**config.mk**
```make
export PLATFORM = sky130hd
export DESIGN_NAME = reg_readout_seq
export DESIGN_NICKNAME = d
export VERILOG_FILES = /design/src/rtl/reg_readout_seq.sv
export SDC_FILE = /design/constraint.sdc
export NUM_CORES = 1
export LEC_CHECK = 0
export ABC_AREA = 1
export CORE_ASPECT_RATIO = 1.4
export CORE_MARGIN = 4
export CORE_UTILIZATION = 53
export CTS_CLUSTER_SIZE = 20
export DETAILED_ROUTE_END_ITERATION = 8
export HOLD_SLACK_MARGIN = 0.06
export PLACE_DENSITY = 0.9
export REMOVE_ABC_BUFFERS = 1
export SETUP_SLACK_MARGIN = 0.02
export SLEW_MARGIN = 15
export SYNTH_ARGS = -nofsm -noshare
export SYNTH_HDL_FRONTEND = slang
export SYNTH_SLANG_ARGS = --single-unit
```
**constraint.sdc**
```tcl
create_clock -name bclk -period 1.6 [get_ports bclk]
set_input_delay 0.4 -clock bclk [delete_from_list [all_inputs] [get_ports bclk]]
set_output_delay 0.4 -clock bclk [all_outputs]
set_load 0.005 [all_outputs]
```
**src/rtl/reg_readout_seq.sv**
```systemverilog
// Readout sequencer: latches a 32-bit read-only register, shifts it out MSB
// first and wraps the serial data into a frame of start bit, register address,
// data and even parity.
//
// state | meaning
// IDLE  | waiting for a request; clears frame outputs
// HDR   | latch strobe (bitCnt 0), then emit start bit and address bits
// DATA  | shift strobe each cycle, forward shiftIn to frameOut
// PAR   | emit parity bit together with readDone
module reg_readout_seq #(
  parameter int ADDR_W = 7,
  parameter int DATA_W = 32
) (
  input  logic              bclk,
  input  logic              rstb,
  input  logic              clkEn,
  input  logic              readReq,
  input  logic [ADDR_W-1:0] readAddr,
  output logic              readBusy,
  output logic              latchOut,
  output logic              shiftEn,
  input  logic              shiftIn,
  output logic              frameOut,
  output logic              frameValid,
  output logic              readDone
);

  localparam int CNT_MAX = (ADDR_W > DATA_W) ? ADDR_W : DATA_W;
  localparam int CNT_W   = $clog2(CNT_MAX + 1);

  typedef enum logic [1:0] {
    IDLE = 2'd0,
    HDR  = 2'd1,
    DATA = 2'd2,
    PAR  = 2'd3
  } state_t;

  state_t            state_q, state_d;
  logic [CNT_W-1:0]  cnt_q, cnt_d;
  logic [ADDR_W-1:0] addr_q, addr_d;
  logic              par_q, par_d;
  logic              frame_out_d, frame_valid_d, read_done_d;

  // Strobes and busy flag decode straight from the registered state so they
  // drop the instant reset asserts; clkEn gating keeps the register quiet
  // while the sequencer is stalled.
  always_comb begin
    latchOut = clkEn && (state_q == HDR) && (cnt_q == '0);
    shiftEn  = clkEn && (state_q == DATA);
    readBusy = (state_q != IDLE) || frameValid;
  end

  // Next-state and datapath: the address is held in a shift register and
  // leaves from its MSB, which gives MSB-first order without a variable index.
  always_comb begin
    state_d       = state_q;
    cnt_d         = cnt_q;
    addr_d        = addr_q;
    par_d         = par_q;
    frame_out_d   = frameOut;
    frame_valid_d = frameValid;
    read_done_d   = readDone;
    case (state_q)
      IDLE: begin
        frame_out_d   = 1'b0;
        frame_valid_d = 1'b0;
        read_done_d   = 1'b0;
        if (readReq && !readBusy) begin
          addr_d  = readAddr;
          par_d   = 1'b0;
          cnt_d   = '0;
          state_d = HDR;
        end
      end
      HDR: begin
        frame_valid_d = 1'b1;
        if (cnt_q == '0) begin
          frame_out_d = 1'b1;
        end else begin
          frame_out_d = addr_q[ADDR_W-1];
          par_d       = par_q ^ addr_q[ADDR_W-1];
          addr_d      = addr_q << 1;
        end
        if (cnt_q == CNT_W'(ADDR_W)) begin
          cnt_d   = '0;
          state_d = DATA;
        end else begin
          cnt_d = cnt_q + 1'b1;
        end
      end
      DATA: begin
        frame_out_d = shiftIn;
        par_d       = par_q ^ shiftIn;
        if (cnt_q == CNT_W'(DATA_W - 1)) begin
          cnt_d   = '0;
          state_d = PAR;
        end else begin
          cnt_d = cnt_q + 1'b1;
        end
      end
      PAR: begin
        frame_out_d = par_q;
        read_done_d = 1'b1;
        state_d     = IDLE;
      end
      default: state_d = IDLE;
    endcase
  end

  // State and datapath registers; everything holds while clkEn is low.
  always_ff @(posedge bclk or negedge rstb) begin
    if (!rstb) begin
      state_q    <= IDLE;
      cnt_q      <= '0;
      addr_q     <= '0;
      par_q      <= 1'b0;
      frameOut   <= 1'b0;
      frameValid <= 1'b0;
      readDone   <= 1'b0;
    end else if (clkEn) begin
      state_q    <= state_d;
      cnt_q      <= cnt_d;
      addr_q     <= addr_d;
      par_q      <= par_d;
      frameOut   <= frame_out_d;
      frameValid <= frame_valid_d;
      readDone   <= read_done_d;
    end
  end

endmodule

```
==> flow_results.org, run 1 <==
** STA
- In the finished design, the share of the clock period the worst path needs comes to 1.08.
- Hold timing on the final database bottoms out at a slack of 409 ps.
- Count of endpoints failing setup in the final report :: 3
- Worst-Margin Slew :: between 200 and 300 ps
- Timing would allow up to 576 MHz.
- Unrepaired setup endpoints after global routing :: yes
- Across the routed clock network, the largest skew measured is ~8 ps.
- The hold violation total from the final report was 0.
- The max-slew violation total from the final report is 0.
- Relative slew slack :: 0.803
- Final critical-path required period :: around 1700 ps
- Setup slack on the critical path of the routed design comes to -135 ps.

** Route
- For this run, design rule violations remaining after detail routing come to 0.
- Using the TritonRoute via totals, the vias-per-cell ratio works out to slightly below 6.
- Summed over all layers, the routed wires come to a little under 4000 µm.
- Routed wire per std cell :: around 17 µm
- Post-route ant nets :: 0
- Total iterations of the first detailed-routing run :: 5
- Vias post-DR :: about 1300
- The detailed router finished its first iteration with 45 violations.

** CTS
- Maximum level of the CTS H-tree :: 1
- Total clock buffers created by CTS :: 3
- Clock insertion delay at the later pin of the skew report :: slightly above 300 ps
- After clock tree synthesis, the clock-pin slew on the worst setup and hold paths is 120 ps.
- CTS tree :: done
- After clock tree synthesis, the flow added hold-fix buffers numbering 0.
- Cell chosen for the clock root :: sky130_fd_sc_hd__clkbuf_4
- Maximum clock insertion buffer count :: 2
- Clock tree synthesis found a total of 19 sinks.

** Placed design
- Cells after DPL :: ~220
- Pre-CTS setup slack :: -436 ps
- Summed over all nets, the half-perimeter wirelength after detailed placement is between 2000 and 2500 µm.
- In this run the tool buffered the top-level ports with 17 buffer cells.
- After detailed placement, the total cell area comes to around 0.0016 mm².
- The congestion estimate from routability-driven global placement came to about 0.86.

** Synth
- Area share of the largest cell type after synthesis :: 0.387
- Among all cell types in the netlist, the one instantiated most often is sky130_fd_sc_hd__nand2_1.
- Syn Area/Cell :: just under 8 µm²
- Summing every instance area after synthesis gives roughly 0.0012 mm².
- Biggest area contributors in the synthesized netlist :: sky130_fd_sc_hd__dfrtp_1 (39%), sky130_fd_sc_hd__nand2_1 (12%), sky130_fd_sc_hd__inv_1 (7.3%)
- Yosys mapped a number of flops with a built-in enable equal to 0.
- Commonest cells post-synth :: sky130_fd_sc_hd__nand2_1 (39), sky130_fd_sc_hd__inv_1 (24), sky130_fd_sc_hd__dfrtp_1 (19)
- The synthesized design contains 19 register bits.
- Part of the Yosys area used for sequential elements :: 0.387
- In the synthesized netlist the dominant register cell turns out to be sky130_fd_sc_hd__dfrtp_1.
- Ys async rst share :: 1.00
- Number of warning messages in the yosys log :: 0
- In the synthesized netlist, the number of instances is roughly 160.
- Distinct cell type count after synthesis :: 24
- The synthesized design spends more area on one cell type than any other, namely sky130_fd_sc_hd__dfrtp_1.

** Layout
- 0 antenna diodes ended up in the layout.
- Area of the multi-input gates :: roughly 830 µm²
- Share of post-route cells with drive strength above 1 :: 0.437
- Count of nets after finishing :: between 200 and 250
- The finished cells cover approximately 0.0019 mm².
- FF/Latch Area :: around 480 µm²
- Post-Layout Cell Count :: 228
- Layout filler cell count :: ~130
- P&R area growth vs syn :: 52.4%

** Floorplan
- The initial utilization of the core area, before any placement, comes to 0.557.
- Number of standard-cell rows in the floorplan :: 20
- The die covers 0.00316 mm².
- Count of boundary I/O pins :: 18
- Width of the die :: 48.7 µm
- The floorplan step set the die height to 64.9 µm.
- Core box area :: between 0.002 and 0.0025 mm²

** Power and ir drop
- The internal power of the cells totals between 0.0015 and 0.002 W.
- The design draws between 0.003 and 0.004 W.
- The analysis attributes to cell leakage a power of 0.912 nW.
- Worst supply voltage drop on vdd :: 1140 µV
- Dividing total power by cell area gives a power density of 1800 mW/mm².
- Of the total power, registers draw 0.218.
- Switching Share :: 0.466
- Net switching component of the power :: between 0.0015 and 0.002 W
- Of the total power, the clock network draws 0.077.
- Of the total power, combinational logic draws 0.705.

** Worst setup path
- The worst setup path is of the flop to output pin kind.
- Max Fanout on Critical Path :: 2
- Cell at the slowest stage of the critical path :: sky130_fd_sc_hd__dfrtp_1
- Cell breakdown of the critical path :: buf_6, ha_4, nand4_4, nor2_2, buf_2
- Critical Path Sink Type :: output pin
- Crit-path leading delay family :: flip-flops
- STA classifies the critical path startpoint as a flop.
- Largest stage delay on the critical path :: 430 ps
- Required time of the critical path :: 1200 ps
- The critical path contains buffers and inverters numbering 2 combined.
- Arrival time reported for the critical path endpoint :: ~1300 ps

** Hold path
- Kind of path behind the tightest hold check :: input port to async pin

** Outcome
- The run finished, with violations left.
- The checks that failed: negative setup slack.

** GRT
- Initial antenna violation count :: 0
- The first global-routing pass estimated between 5000 and 6000 µm of wire.
- Global router's overall resource usage :: 0.216
- Pin count of the biggest net entering global routing :: 20
- Via count of the first global-routing pass :: ~1200
- Aggregate global routing overflow :: 0

** Job
- The tool flagged a number of max-cap violations equal to 0.
## path summary, 6_finish.rpt
path                                   startpoint                      to  slack (ps)  cells after the start
setup / recovery           state_q[0]$_DFFE_PN0P_                latchOut        -130                      5
hold / removal                               rstb    cnt_q[4]$_DFFE_PN0P_         410                      2
hold reg to reg                 par_q$_DFFE_PN0P_       par_q$_DFFE_PN0P_         520                      2
min in group bclk               par_q$_DFFE_PN0P_       par_q$_DFFE_PN0P_         520                      2
setup reg to reg             cnt_q[0]$_DFFE_PN0P_  state_q[1]$_DFFE_PN0P_          10                     11
max in group asynchronous                    rstb   addr_q[6]$_DFFE_PN0P_         980                      2
## stage by stage
stage          utilization  TNS, ps
5_1_grt              0.849     -650
6_report             0.849     -249
2_1_floorplan            -        0
4_1_cts              0.767     -133
3_5_place_dp         0.711    -1360
3_3_place_gp         0.711     -924
## final cells by class
type,count,area share
Clock buffer,4,0.0140
Inverter,27,0.0582
Multi-Input combinational cell,110,0.441
Sequential cell,19,0.254
Tap cell,22,0.0147
Timing Repair Buffer,46,0.217
## kinds of logic after synthesis
logic type,count (synthesis),share of synthesized area
XOR/XNOR,1,0.00714
flip-flops,19,0.387
buffers and inverters,30,0.107
AND/OR/NAND/NOR,71,0.266
adder cells (fa/ha/maj),7,0.0714
AO/OA/AOI/OAI,31,0.161
## sequential cells by signal, indices dropped and copies added (netlist names)
name and flops:
addr_q 7, cnt_q 6, frameOut 1, frameValid 1, par_q 1, readDone 1, state_q 2
## cells in the final DEF, fill, tap and decap left out, drive strengths merged
cell and n:
a211oi 1, a21oi 3, a22oi 1, a31oi 1, buf 32, clkbuf 4, clkdlybuf4s50 10, dfrtp 19
dlygate4sd2 1, dlymetal6s2s 3, ha 7, inv 27, nand2 45, nand3 9, nand3b 2, nand4 3
nor2 12, o21ai 24, o21bai 1, xor2 1
## power groups by stage
stage	clock network, W	logic, W	registers [W]
2_1_floorplan	0	0.000957	0.000735
6_report	0.000258	0.00237	0.000732
3_3_place_gp	0	0.00158	0.000729
5_1_grt	0.000285	0.00255	0.000745
3_5_place_dp	0	0.00167	0.000739
4_1_cts	0.000257	0.00190	0.000724
## layer usage
layer | vias up | share of wire | GRT usage
met1 | 611 | 0.33 | 0.241
met4 | 0 | 0.052 | 0.0707
met2 | 88 | 0.54 | 0.407
li1 | 601 | - | -
met5 | - | 0 | 0
met3 | 29 | 0.080 | 0.0345
## what timing repair did
action                     in CTS  in global routing
pin swaps                       4                 15
buffers inserted                5                  5
gates resized for setup        33                 44
setup endpoints to repair      13                 23
Note: power is estimated with default switching activity, not from simulation.
==> run 2, diff against run 1 <==
Settings changed: CORE_ASPECT_RATIO 1.4 to not set, CORE_UTILIZATION 53 to 45, PLACE_DENSITY 0.9 to 0.8, SLEW_MARGIN 15 to 0.
==> run 2 against run 1 <==
Effect of this change: the flow still finishes with violations (negative setup slack); critical path depth rose by 1; via count is 9.2% lower; wire length is 13% lower; register-to-register slack lost 50 ps; final cell count increased by 2.6%; clock power about the same; clock-buffer cell count fell by 1; worst setup slack improved by 47 ps; global-route usage fell by 1.1 points.
==> flow_results.org, run 2 (synthesis gave the netlist of run 1 again) <==
** Outcome
- The flow ran to the end, but the final reports show violations.
- Violations in the final reports :: negative setup slack

** CTS
- After clock tree synthesis, the clock-pin slew on the worst setup and hold paths is about 120 ps.
- Counting along the longest clock path gives a buffer depth of 2.
- CTS built an H-tree with a depth of 1.
- The number of hold buffers added after CTS was 0.
- TritonCTS built the clock tree.
- Clock insertion delay at the later pin of the skew report :: 300 ps
- Counting every sink on the clock net gives 19.
- Cell chosen for the clock root :: sky130_fd_sc_hd__clkbuf_4
- Clock tree synthesis inserted a total of 3 buffers.

** Floorplan
- Measured along the y axis, the die boundary spans 60.2 µm.
- In this run the horizontal extent of the chip is roughly 60 µm.
- Pin placement for this block handled 18 I/O pins.
- Core box area :: ~0.0025 mm²
- Total Die Area :: between 0.003 and 0.004 mm²
- Initial Util :: 0.482
- The floorplan has 18 rows.

** GRT
- Aggregate global routing overflow :: 0
- Global-route track usage on met1 :: 0.240
- Global-route wire length before repair :: ~5500 µm
- The initial antenna violation count is 0.
- Via count of the first global-routing pass :: between 1000 and 1500
- Global router's overall resource usage :: 0.205
- For met3 alone, demand over resource in global routing was 0.0518.
- For met2 alone, demand over resource in global routing was 0.372.
- Entering global routing, the biggest net connects 20 pins.
- met2 is the most crowded layer.

** Layout
- P&R area growth vs syn :: 44.3%
- Ant diodes :: 0
- Register name with the most flops :: addr_q
- The largest registers in the layout are addr_q: 7 flops, cnt_q: 6 flops, state_q: 2 flops.
- The final layout contains around 220 nets.
- Of the cells placed in the final design, the portion with a size suffix greater than 1 is 0.358.
- Leaving out fill and tap cells, the most frequent cell in the layout is sky130_fd_sc_hd__nand2_1.
- The library cells used most frequently in the layout, excluding fill and tap cells, are sky130_fd_sc_hd__nand2_1 (35), sky130_fd_sc_hd__buf_4 (22), sky130_fd_sc_hd__inv_1 (20).
- For this run, the number of standard cells in the final layout without fillers is about 230.
- Largest register FFs :: 7

** Worst setup path
- Worst Setup Path Type :: flop to output pin
- The signal on the critical path passes through buf_6, inv_4, buf_6, ha_4, nand2_2, buf_2.
- At the worst endpoint, the arrival time is 1290 ps.
- Largest stage delay on the critical path :: approximately 420 ps
- Worst path most repeated cell :: sky130_fd_sc_hd__buf_6
- Required time of the critical path :: 1200 ps
- The number of buffers and inverters on the critical path is 4.
- Max Fanout on Critical Path :: 2
- Type of origin of the critical path :: flop
- The worst setup path is captured at an output pin.
- For this design, the slowest cell found on the critical path is sky130_fd_sc_hd__dfrtp_1.
- Crit-path leading delay family :: flip-flops

** Route
- DRC violations left :: 0
- Routed wire per std cell :: around 14 µm
- Post-route ant nets :: 0
- The detailed router finished its first iteration with between 40 and 50 violations.
- Vias post-DR :: 1207
- Detail-routed via count per cell :: around 5.2
- Aggregate routed wire length :: around 3400 µm
- Before antenna repair, the detailed router went through 4 iterations.

** Power and ir drop
- Switching Share :: 0.448
- The internal portion of the total power is between 0.0015 and 0.002 W.
- Power per standard cell area :: between 1500 and 2000 mW/mm²
- The share of total power dissipated in the clock network is 0.084.
- Worst supply voltage drop on vdd :: approximately 1200 µV
- Proportion of power drawn by combinational gates :: 0.678
- Fraction of power consumed by sequential logic :: 0.239
- Static Leak :: approximately 0.86 nW
- Net switching component of the power :: around 0.0014 W

** Placed design
- The HPWL after detailed placement is ~2300 µm.
- Number of I/O port buffers :: 17
- Cells after DPL :: between 200 and 250
- Final RePlAce weighted congestion :: just under 0.9

** STA
- The max-slew violation total from the final report was 0.
- Final critical-path required period :: ~1700 ps
- After layout, the worst setup slack is -87.4 ps.
- Clock Skews :: approximately 4.1 ps
- Fmax :: slightly below 600 MHz
- Post-route clock period utilization :: 1.05
- Relative slew slack :: 0.819
- Setup violations remaining at the end of the flow were counted as 11.
- For the pin with the worst max-slew slack, the measured transition is ~270 ps.
- After routing, the total negative slack on setup checks comes to -312 ps.
- Setup repair after global routing could not meet its margin everywhere.
- The hold violation total from the final report came to 0.

** Job
- Max-cap violations in this run came to 0.

** Hold path
- The min-delay analysis places its worst path in the category input port to async pin.
run 2: cell types whose count changed in the layout (fill, tap and decap cells not counted), moves of 3 or more:
| cell | before | now |
|---|---|---|
| sky130_fd_sc_hd__inv_2 | 8 | 5 |
| sky130_fd_sc_hd__inv_1 | 16 | 20 |
| sky130_fd_sc_hd__o21ai_0 | 6 | 9 |
| sky130_fd_sc_hd__nand3_2 | 4 | 0 |
| sky130_fd_sc_hd__dlymetal6s2s_1 | 3 | 0 |
| sky130_fd_sc_hd__o21ai_4 | 3 | 0 |
| sky130_fd_sc_hd__nand3_1 | 5 | 9 |
run 2: routing by layer:
layer / share of wire / vias up
met3: 0.049 / 4
met1: 0.41 / 570
met2: 0.53 / 39
li1: - / 594
met5: 0 / -
met4: 0.014 / 0
run 2: power groups by stage:
stage	clock, W	combinational, W	sequential [W]
after floorplan	0	0.000957	0.000735
after global placement	0	0.00157	0.000734
after detailed placement	0	0.00165	0.000745
after CTS	0.000264	0.00182	0.000719
after global routing	0.000288	0.00226	0.000748
final	0.000255	0.00207	0.000729
run 2: worst register-to-register path: cells and delay by family, from the launching register on:
| family | cells | cell delay [ps] |
|---|---|---|
| buffers and inverters | 5 | 520 |
| DFF | 1 | 420 |
| and+or+nand+nor | 4 | 420 |
| adders and majority gates | 1 | 130 |
| AOI/OAI and AO/OA | 1 | 110 |
run 2: final timing paths:
path	slack (ps)	cells past startpoint	to	startpoint
min in group bclk	500	2	frameOut$_DFFE_PN0P_	frameOut$_DFFE_PN0P_
setup reg to reg	-40	11	cnt_q[0]$_DFFE_PN0P_	state_q[0]$_DFFE_PN0P_
hold reg to reg	500	2	frameOut$_DFFE_PN0P_	frameOut$_DFFE_PN0P_
setup / recovery	-90	6	readBusy	state_q[0]$_DFFE_PN0P_
hold / removal	420	2	frameValid$_DFFE_PN0P_	rstb
max in group asynchronous	970	2	cnt_q[1]$_DFFE_PN0P_	rstb
run 2: final cells by class:
type / count / area [µm²]
tap: 30 / 37.5
timing repair buffer: 44 / 382
clock buffer: 3 / 22.5
clock inverter: 1 / 5.00
fill: 208 / 773
inverter: 27 / 106
multi-input combinational: 110 / 743
sequential: 19 / 475
run 2: stage by stage:
| step | setup WS (ps) | util | total power [W] | instance area (µm²) | hold WS (ps) |
|---|---|---|---|---|---|
| after global routing | -165 | 0.696 | 0.00330 | 1770 | 416 |
| after detailed placement | -394 | 0.616 | 0.00240 | 1570 | 477 |
| after global placement | -419 | 0.616 | 0.00231 | 1570 | 465 |
| after floorplan | 138 | - | 0.00169 | 1200 | 104 |
| final | -87.4 | 0.696 | 0.00305 | 1770 | 417 |
| after CTS | -107 | 0.657 | 0.00281 | 1670 | 423 |
run 2: what timing repair did:
| item | CTS | global route |
|---|---|---|
| gates resized for setup | 29 | 21 |
| pin swaps | 3 | 8 |
| endpoints found under the setup margin | 17 | 19 |
| buffers inserted | 4 | 3 |
==> run 3, diff against run 2 <==
==> constraint.sdc (replaced) <==
create_clock -name bclk -period 1.6 [get_ports bclk]
set_input_delay 0.32 -clock bclk [delete_from_list [all_inputs] [get_ports bclk]]
set_output_delay 0.32 -clock bclk [all_outputs]
set_load 0.005 [all_outputs]
==> run 3 against run 2 <==
Effect of this change: first-iteration DRC count grew 38%; worst setup slack gained 98 ps; non-clock buffer count grew 1; the run now ends clean; clock skew is essentially flat; largest cell class unchanged; wire length shrank 7.9%; clock power is essentially flat; hold slack lost 86 ps; register-to-register slack gained 120 ps; sequential share of layout area grew 0.076 points; global-route usage shrank 1.9 points; largest power group unchanged; core utilization shrank 0.20 points.
==> flow_results.org, run 3 (synthesis gave the netlist of run 1 again) <==
** Outcome
- The run finished with clean final reports.

** Floorplan
- Number of standard-cell rows in the floorplan :: 18
- Height of the die :: roughly 60 µm
- In this run the count of I/O pins placed on the die edge is 18.
- The initial utilization of the core area, before any placement, comes to 0.482.
- The floorplan step defined a core boundary enclosing around 0.0025 mm².
- Width of the die :: about 60 µm
- Total Die Area :: 0.00363 mm²

** CTS
- Total clock buffers created by CTS :: 3
- Number of sinks on the clock net :: 19
- The clock passes through at most 2 buffers.
- Maximum level of the CTS H-tree :: 1
- Buffers inserted to repair hold after CTS numbered 0.
- Worst-path clk slew :: 120 ps
- Clock insertion delay at the later pin of the skew report :: 300 ps
- TritonCTS built the clock tree.
- Cell chosen for the clock root :: sky130_fd_sc_hd__clkbuf_4

** GRT
- Via count of the first global-routing pass :: about 1100
- For this run, the total global-route usage over all layers was measured as 0.186.
- The initial antenna violation count was 0.
- Pin count of the biggest net entering global routing :: 20
- For this run the aggregate overflow at the end of global routing stands at 0.
- Global-route wire length before repair :: 5030 µm

** Worst setup path
- Start point of the critical path :: cnt_q[1]$_DFFE_PN0P_
- Arrival time reported for the critical path endpoint :: roughly 1300 ps
- Worst reg2reg startpoint :: state_q[0]$_DFFE_PN0P_
- The worst setup path is captured at an output pin.
- Capture point of the critical path :: latchOut
- Setup slack on the worst reg-to-reg path comes out at around 80 ps.
- In this run the critical register-to-register path is captured at cnt_q[0]$_DFFE_PN0P_.
- Type of origin of the critical path :: flop
- Worst Setup Path Type :: flop to output pin
- Required time of the critical path :: 1280 ps
- Number of cell instances on the worst register-to-register path :: 9
- Max Fanout on Critical Path :: 2

** Layout
- Largest registers :: addr_q: 7 flops, cnt_q: 6 flops, state_q: 2 flops
- Count of nets after finishing :: roughly 230
- More flip-flops sit in one register than any other, and that register is addr_q.
- Area of the multi-input gates :: around 730 µm²
- Leaving out fill and tap cells, the most frequent cell in the layout is sky130_fd_sc_hd__nand2_1.
- FF/Latch Area :: roughly 480 µm²
- For this run, the number of standard cells in the final layout without fillers is between 200 and 250.
- P&R area growth vs syn :: 43.9%
- Top library cells by usage in the layout, fill and taps aside :: sky130_fd_sc_hd__nand2_1 (36), sky130_fd_sc_hd__buf_4 (23), sky130_fd_sc_hd__dfrtp_1 (19)
- Largest register FFs :: 7
- Ant diodes :: 0
- With fillers left out, the area of the finished cells amounts to 0.00177 mm².
- Layout filler cell count :: 200
- Share of post-route cells with drive strength above 1 :: 0.371

** Route
- DRC violations left :: 0
- In the final routed layout, each cell accounts on average for roughly 13 µm.
- Total iterations of the first detailed-routing run :: 4
- Post-route ant nets :: 0
- After the first detailed-routing iteration, the DRC count stood at 58.
- Aggregate routed wire length :: 3090 µm
- Detail-routed via count per cell :: a little over 5
- Vias post-DR :: 1198

** STA
- On the final layout, the worst clock skew is 4.31 ps.
- Setup slack on the critical path of the routed design comes to 10.3 ps.
- Headroom to the max-slew limit came out at 0.833.
- Fmax :: around 630 MHz
- The hold violation total from the final report came to 0.
- Setup violations remaining at the end of the flow were counted as 0.
- Hold Worst Slack :: approximately 330 ps
- For the pin with the worst max-slew slack, the measured transition is 251 ps.
- The max-slew violation total from the final report is 0.
- Setup repair after global routing could not meet its margin everywhere.
- After routing, the total negative slack on setup checks comes to 0 ps.
- Counting I/O delays and the setup requirement, the final critical path takes roughly 1600 ps.
- Dividing the final minimum period by the clock period gives 0.994.

** Power and ir drop
- In this run the power spent charging and discharging nets is between 0.001 and 0.0015 W.
- Switching Share :: 0.436
- Worst supply voltage drop on vdd :: ~1100 µV
- Power per standard cell area :: between 1500 and 2000 mW/mm²
- P_int :: around 0.0017 W
- Proportion of power drawn by combinational gates :: 0.678
- Clock share of power :: 0.083
- For this design the static power due to leakage is ~0.85 nW.
- The share of total power dissipated in sequential elements is 0.238.

** Placed design
- After detailed placement, the total cell area comes to approximately 0.0016 mm².
- Once placement completed, the tool counted placed cells totaling approximately 220.
- Final RePlAce weighted congestion :: about 0.84
- Half-perimeter wire length after detailed placement :: 2260 µm
- Number of I/O port buffers :: 17
- Timing analysis after detailed placement gives a worst setup slack of -247 ps.

** Hold path
- The worst hold path belongs to the class input port to async pin.

** Job
- The tool flagged a number of max-cap violations equal to 0.
[run 3: changes by cell type in the layout (fill, tap and decap cells not counted), sizes merged]
cell,change
clkdlybuf4s50,+3
dlygate4sd2,-3
buf,+1
[run 3: worst min-delay path by stage]
stage	from	to	slack, ps	depth (start not counted)
after floorplan	rstb	addr_q[0]$_DFFE_PN0P_	20	0
after global placement	frameOut$_DFFE_PN0P_	frameOut$_DFFE_PN0P_	460	2
after detailed placement	frameOut$_DFFE_PN0P_	frameOut$_DFFE_PN0P_	470	2
after CTS	rstb	addr_q[4]$_DFFE_PN0P_	330	2
after global routing	rstb	addr_q[4]$_DFFE_PN0P_	340	2
final	rstb	addr_q[4]$_DFFE_PN0P_	330	2
[run 3: timing repair]
action	4_1_cts	5_1_grt
endpoints found under the setup margin	13	13
hold endpoints to repair	0	0
pin swaps	4	9
resized for setup	29	15
cloned	0	0
setup buffers	7	2
[run 3: per-layer routing]
metal  vias up  track usage  part of all wire
li1        595            -                 -
met1       567        0.227              0.41
met2        30        0.318              0.52
met3         6       0.0454             0.049
met4         0       0.0601             0.017
met5         -            0                 0
[run 3: area by class of cell]
class                           instances  area share
Inverter                               27      0.0574
Tap cell                               30      0.0212
Timing Repair Buffer                   45       0.222
Sequential cell                        19       0.269
Clock inverter                          1     0.00283
Clock buffer                            3      0.0127
Multi-Input combinational cell        110       0.414
[run 3: through the flow]
stage / utilization / total power, W
global placement: 0.613 / 0.00231
finish: 0.694 / 0.00306
CTS: 0.670 / 0.00290
floorplan: - / 0.00169
detailed placement: 0.613 / 0.00239
global route: 0.694 / 0.00330
[run 3: critical path, stage by stage (launching register included)]
cell,delay [ps]
sky130_fd_sc_hd__dfrtp_1,420
sky130_fd_sc_hd__inv_2,90
sky130_fd_sc_hd__ha_4,150
sky130_fd_sc_hd__nand4_4,110
sky130_fd_sc_hd__nor2_2,90
sky130_fd_sc_hd__buf_2,110
[run 3: power groups by stage]
stage                     clock network, W  registers, W  logic [W]
after floorplan                          0      0.000735   0.000957
final                             0.000255      0.000729    0.00207
after detailed placement                 0      0.000743    0.00164
after global placement                   0      0.000734    0.00157
after global routing              0.000285      0.000745    0.00227
after CTS                         0.000264      0.000723    0.00192
